[src/rtl/pcpu_boot_ctrl.sv]
// Boot sequencer: streams header/payload words from a loader into instruction or
// data memory, then releases the pcpu (reset off, enable on, single start pulse).
module pcpu_boot_ctrl #(
    parameter int ADDR_W      = 8,
    parameter int DATA_W      = 16,
    parameter int START_DELAY = 2
) (
    input  logic              clock,
    input  logic              reset,
    input  logic              boot_req,
    input  logic              ld_valid,
    output logic              ld_ready,
    input  logic [DATA_W-1:0] ld_data,
    input  logic              ld_last,
    output logic              i_we,
    output logic [ADDR_W-1:0] i_addr,
    output logic [DATA_W-1:0] i_wdata,
    output logic              d_we,
    output logic [ADDR_W-1:0] d_addr,
    output logic [DATA_W-1:0] d_wdata,
    output logic              cpu_reset,
    output logic              cpu_enable,
    output logic              cpu_start,
    output logic              busy,
    output logic              wrap_err
);

    localparam int SEG_BIT = 15;
    localparam int END_BIT = 14;
    localparam int CNT_W   = $clog2(START_DELAY + 1) + 1;

    typedef enum logic [2:0] {
        ST_IDLE = 3'd0,
        ST_HDR  = 3'd1,
        ST_LOAD = 3'd2,
        ST_REL  = 3'd3,
        ST_RUN  = 3'd4
    } state_t;

    state_t            state_r, state_nxt_s;
    logic [ADDR_W-1:0] addr_r, addr_nxt_s;
    logic              seg_r, seg_nxt_s;
    logic [CNT_W-1:0]  cnt_r, cnt_nxt_s;
    logic              boot_q_r;
    logic              xfer_s;
    logic              ready_nxt_s;

    logic              i_we_s, d_we_s;
    logic [ADDR_W-1:0] i_addr_s, d_addr_s;
    logic [DATA_W-1:0] i_wdata_s, d_wdata_s;
    logic              cpu_reset_s, cpu_enable_s, cpu_start_s, busy_s, wrap_err_s;

    // Header bits between the address field and the flags carry no meaning.
    logic              unused_hdr_s;
    assign unused_hdr_s = ^ld_data;

    assign xfer_s      = ld_valid & ld_ready;
    assign ready_nxt_s = (state_nxt_s == ST_HDR) || (state_nxt_s == ST_LOAD);

    // Next-state and next-output decode; outputs are registered below.
    always_comb begin
        state_nxt_s  = state_r;
        addr_nxt_s   = addr_r;
        seg_nxt_s    = seg_r;
        cnt_nxt_s    = cnt_r;
        i_we_s       = 1'b0;
        i_addr_s     = i_addr;
        i_wdata_s    = i_wdata;
        d_we_s       = 1'b0;
        d_addr_s     = d_addr;
        d_wdata_s    = d_wdata;
        cpu_reset_s  = cpu_reset;
        cpu_enable_s = cpu_enable;
        cpu_start_s  = 1'b0;
        busy_s       = busy;
        wrap_err_s   = wrap_err;

        case (state_r)
            ST_IDLE: begin
                if (boot_req) begin
                    state_nxt_s = ST_HDR;
                    busy_s      = 1'b1;
                end else begin
                    state_nxt_s = ST_IDLE;
                end
            end
            ST_HDR: begin
                if (xfer_s && ld_data[END_BIT]) begin
                    state_nxt_s = ST_REL;
                    cpu_reset_s = 1'b1;
                    cnt_nxt_s   = {CNT_W{1'b0}};
                end else if (xfer_s) begin
                    seg_nxt_s   = ld_data[SEG_BIT];
                    addr_nxt_s  = ld_data[ADDR_W-1:0];
                    state_nxt_s = ST_LOAD;
                end else begin
                    state_nxt_s = ST_HDR;
                end
            end
            ST_LOAD: begin
                if (xfer_s) begin
                    if (seg_r) begin
                        d_we_s    = 1'b1;
                        d_addr_s  = addr_r;
                        d_wdata_s = ld_data;
                    end else begin
                        i_we_s    = 1'b1;
                        i_addr_s  = addr_r;
                        i_wdata_s = ld_data;
                    end
                    // Write still happens at the top address; the flag records the wrap.
                    addr_nxt_s = addr_r + {{(ADDR_W-1){1'b0}}, 1'b1};
                    if (&addr_r) begin
                        wrap_err_s = 1'b1;
                    end else begin
                        wrap_err_s = wrap_err;
                    end
                    if (ld_last) begin
                        state_nxt_s = ST_HDR;
                    end else begin
                        state_nxt_s = ST_LOAD;
                    end
                end else begin
                    state_nxt_s = ST_LOAD;
                end
            end
            ST_REL: begin
                if (cnt_r == {CNT_W{1'b0}}) begin
                    cpu_enable_s = 1'b1;
                    cnt_nxt_s    = cnt_r + {{(CNT_W-1){1'b0}}, 1'b1};
                end else if (cnt_r == CNT_W'(START_DELAY)) begin
                    cpu_start_s = 1'b1;
                    busy_s      = 1'b0;
                    state_nxt_s = ST_RUN;
                end else begin
                    cnt_nxt_s = cnt_r + {{(CNT_W-1){1'b0}}, 1'b1};
                end
            end
            ST_RUN: begin
                if (boot_req && !boot_q_r) begin
                    cpu_reset_s  = 1'b0;
                    cpu_enable_s = 1'b0;
                    wrap_err_s   = 1'b0;
                    busy_s       = 1'b1;
                    state_nxt_s  = ST_HDR;
                end else begin
                    state_nxt_s = ST_RUN;
                end
            end
            default: begin
                state_nxt_s = ST_IDLE;
            end
        endcase
    end

    // State, datapath and output registers.
    always_ff @(posedge clock or negedge reset) begin
        if (!reset) begin
            state_r    <= ST_IDLE;
            addr_r     <= {ADDR_W{1'b0}};
            seg_r      <= 1'b0;
            cnt_r      <= {CNT_W{1'b0}};
            boot_q_r   <= 1'b0;
            ld_ready   <= 1'b0;
            i_we       <= 1'b0;
            i_addr     <= {ADDR_W{1'b0}};
            i_wdata    <= {DATA_W{1'b0}};
            d_we       <= 1'b0;
            d_addr     <= {ADDR_W{1'b0}};
            d_wdata    <= {DATA_W{1'b0}};
            cpu_reset  <= 1'b0;
            cpu_enable <= 1'b0;
            cpu_start  <= 1'b0;
            busy       <= 1'b0;
            wrap_err   <= 1'b0;
        end else begin
            state_r    <= state_nxt_s;
            addr_r     <= addr_nxt_s;
            seg_r      <= seg_nxt_s;
            cnt_r      <= cnt_nxt_s;
            boot_q_r   <= boot_req;
            ld_ready   <= ready_nxt_s;
            i_we       <= i_we_s;
            i_addr     <= i_addr_s;
            i_wdata    <= i_wdata_s;
            d_we       <= d_we_s;
            d_addr     <= d_addr_s;
            d_wdata    <= d_wdata_s;
            cpu_reset  <= cpu_reset_s;
            cpu_enable <= cpu_enable_s;
            cpu_start  <= cpu_start_s;
            busy       <= busy_s;
            wrap_err   <= wrap_err_s;
        end
    end

endmodule

[config.mk]
export PLATFORM = sky130hd
export DESIGN_NAME = pcpu_boot_ctrl
export DESIGN_NICKNAME = d
export VERILOG_FILES = /design/src/rtl/pcpu_boot_ctrl.sv
export SDC_FILE = /design/constraint.sdc
export NUM_CORES = 1
export LEC_CHECK = 0
export ABC_AREA = 1
export CORE_ASPECT_RATIO = 0.75
export CORE_UTILIZATION = 55
export CTS_BUF_LIST = sky130_fd_sc_hd__clkbuf_8
export DETAILED_ROUTE_END_ITERATION = 7
export GPL_TIMING_DRIVEN = 1
export PLACE_DENSITY = 0.87
export SLEW_MARGIN = 20
export SYNTH_ARGS = -nofsm -noshare
export SYNTH_HDL_FRONTEND = slang
export SYNTH_SLANG_ARGS = --single-unit
export TNS_END_PERCENT = 10
[constraint.sdc]
create_clock -name clock -period 2 [get_ports clock]
set_input_delay 0.3 -clock clock [delete_from_list [all_inputs] [get_ports clock]]
set_output_delay 0.3 -clock clock [all_outputs]
set_load 0.005 [all_outputs]
==> qor.csv <==
metric,value,unit
synth_area,3170,µm²
yosys.area_share.simple,21.0,%
path_cells,nor2_4 > nand2_2 > inv_1 > nand2_1 > o21ai_0 > nand2_1 > o21ai_0,
synth_top_family_by_area,simple AND/OR/NAND/NOR gates,
grt_max_degree,73,
clkPwrFrac,20.8,%
htree_levels,3,
vias_per_cell,5.31,
clkLatencyLatePin,0.34,ns
num_antenna_cells,0,
via_count,2777,
final.min_clock_period,1.57,ns
io_pins,77,
yosys_warnings,0,
nNetsFinal,468,
cp-end-kind,register,
power_density,1420,nW/µm²
crit_path_start_kind,register,
path_delay_family,simple AND/OR/NAND/NOR gates,
synth.area.top_cells,"dfrtp_1, nand2_1, o21ai_0",
synth_area_leader_cell,dfrtp_1,
area_delta_synth_final,32.4,%
cp_max_fo,9,
postCtsSetupRepairBufs,0,
pwr-share-seq,40.3,%
path_class,reg2reg,
path_clk_slew,0.07,ns
fin_util,77.3,%
die_w,89.7,µm
drc,0,
track_usage,25.6,%
clock-sinks,72,
dp_hpwl,5070,µm
intPower,3.89,mW
finalHoldViolCount,0,
setup_violations,0,
cts_buffer_depth,2,
core,5440,µm²
grt_pass1_wl,11800,µm
muxShareOfSynthArea,0,%
fin_skew,0.0119,ns
yosys_register_bits,72,
cts_buffers,9,
slowest_delay,0.46,ns
die_h,67.8,µm
first_pass_iters,6,
drv_cap,0,
drtIter0Drc,239,
relSlewSlack,66.7,%
place.gp.congestion,0.876,
ys_types,24,
dieArea,6080,µm²
fmax,0.638,GHz
drive_gt1_share,7.81,%
synth_cells,364,
grt_pass1_vias,2479,
worstPathRequired,2.24,ns
finalSetupTns,0,ns
critPathSlowestCell,dfrtp_1,
p_sw,2.09,mW
antenna_found_initial,0,
power_frac_comb,38.9,%
ir_drop,689,µV
hp-class,in2reg,
postRouteAntennaNets,0,
synth_seq_area_share,56.8,%
cts_root_buf,clkbuf_8,
overflow,0,
row_count,23,
avgSynthCellArea,8.72,µm²
synth-xor-area-share,0.276,%
yosys.area_share.adder,1.58,%
hold_ws,0.463,ns
power.leakage,2.10,nW
netlist.area_leader.share,56.8,%
wl_per_cell,14.0,µm
timing.final.max_slew_violations,0,
worst_pin_slew,0.499,ns
grt_setup_unrepaired,no,
swShare,34.9,%
initial_utilization,58.4,%
port_buffers,76,
status,finished clean,
cp.arrival,1.80,ns
wirelength,7310,µm
synth_compound_area_share,11.8,%
cts_tree,built,
syn-num-nets,389,
path_buf_inv,1,
fin_crit_sh,78.4,%
-- synthesized netlist by cell type (all sizes together) --
master,number
a21oi,3
buf,7
clkbuf,4
dfrtp,72
ha,4
inv,51
nand2,111
nand3,24
nand3b,1
nand4,1
nor2,21
o211ai,1
o21ai,63
xor2,1
-- worst register-to-register path: stages, from the launching register on --
cell and delay, ns:
dfrtp_1 0.46, nor2_4 0.19, nand2_2 0.16, inv_1 0.26, nand2_1 0.10, o21ai_0 0.10
nand2_1 0.09, o21ai_0 0.12
-- layout by cell type (no fill, tap or decap), types with 3 or more instances in the layout --
master           count
clkbuf_8             9
o21ai_0             43
nand2_1            108
dfrtp_1             72
o21ai_2             10
clkdlybuf4s50_1     75
o21ai_1             10
nor2_1              20
inv_1               50
a21oi_1              3
nand3_1             23
ha_1                 4
-- power groups by stage --
stage	Combinational (mW)	Clock (mW)	Sequential, mW
finish	2.33	1.24	2.41
global route	2.57	1.32	2.47
CTS	2.33	1.26	2.39
detailed placement	2.31	0	2.41
global placement	2.19	0	2.40
floorplan	1.10	0	2.39
-- routing by layer --
metal  global-route usage (%)  wire [µm]
met3                     6.98        494
met4                     7.79        109
met5                        0          0
met1                     33.5       3350
met2                     42.4       3360
-- what timing repair did --
action | CTS | global route
endpoints found under the hold margin | 31 | 0
hold buffers | 1 | 0
gates resized for setup | 0 | 0
-- worst paths after layout --
path | startpoint | to | slack (ns) | cells after the start
worst min register to register | busy | busy | 0.49 | 2
worst max register to register | state_r[2] | addr_r[1] | 0.43 | 7
min in group asynchronous | reset | i_wdata[11] | 0.51 | 3
max in group asynchronous | reset | wrap_err | 1.19 | 3
worst min-delay path | boot_req | boot_q_r | 0.46 | 1
worst max-delay path | state_r[2] | addr_r[1] | 0.43 | 7
-- kinds of logic after synthesis --
family / after synthesis
flops: 72
xor+xnor: 1
buf+inv: 62
simple gates: 158
fa+ha+maj: 4
compound gates: 67
-- layout make-up --
class	count	area, µm²
Clock buffer	9	124
Clock inverter	7	96.3
Fill cell	363	1230
Inverter	51	194
Multi-Input combinational cell	230	1100
Sequential cell	72	1800
Tap cell	75	93.8
Timing Repair Buffer	79	793
-- stage by stage --
step	total power [mW]	instance area (µm²)	worst slack, ns	instances
floorplan	3.49	3170	0.706	364
global placement	4.58	3970	0.206	506
detailed placement	4.72	3970	0.116	506
CTS	5.98	4200	0.447	523
global route	6.36	4200	0.319	523
finish	5.97	4200	0.432	523
-- state kept, by name, summed over array words and instances, names as in the netlist --
name / cells
d_wdata: 16
i_wdata: 16
addr_r: 8
d_addr: 8
i_addr: 8
cnt_r: 3
state_r: 3
boot_q_r: 1
busy: 1
cpu_enable: 1
cpu_reset: 1
cpu_start: 1
d_we: 1
i_we: 1
ld_ready: 1
seg_r: 1
wrap_err: 1
(Power assumes the default switching activity.)
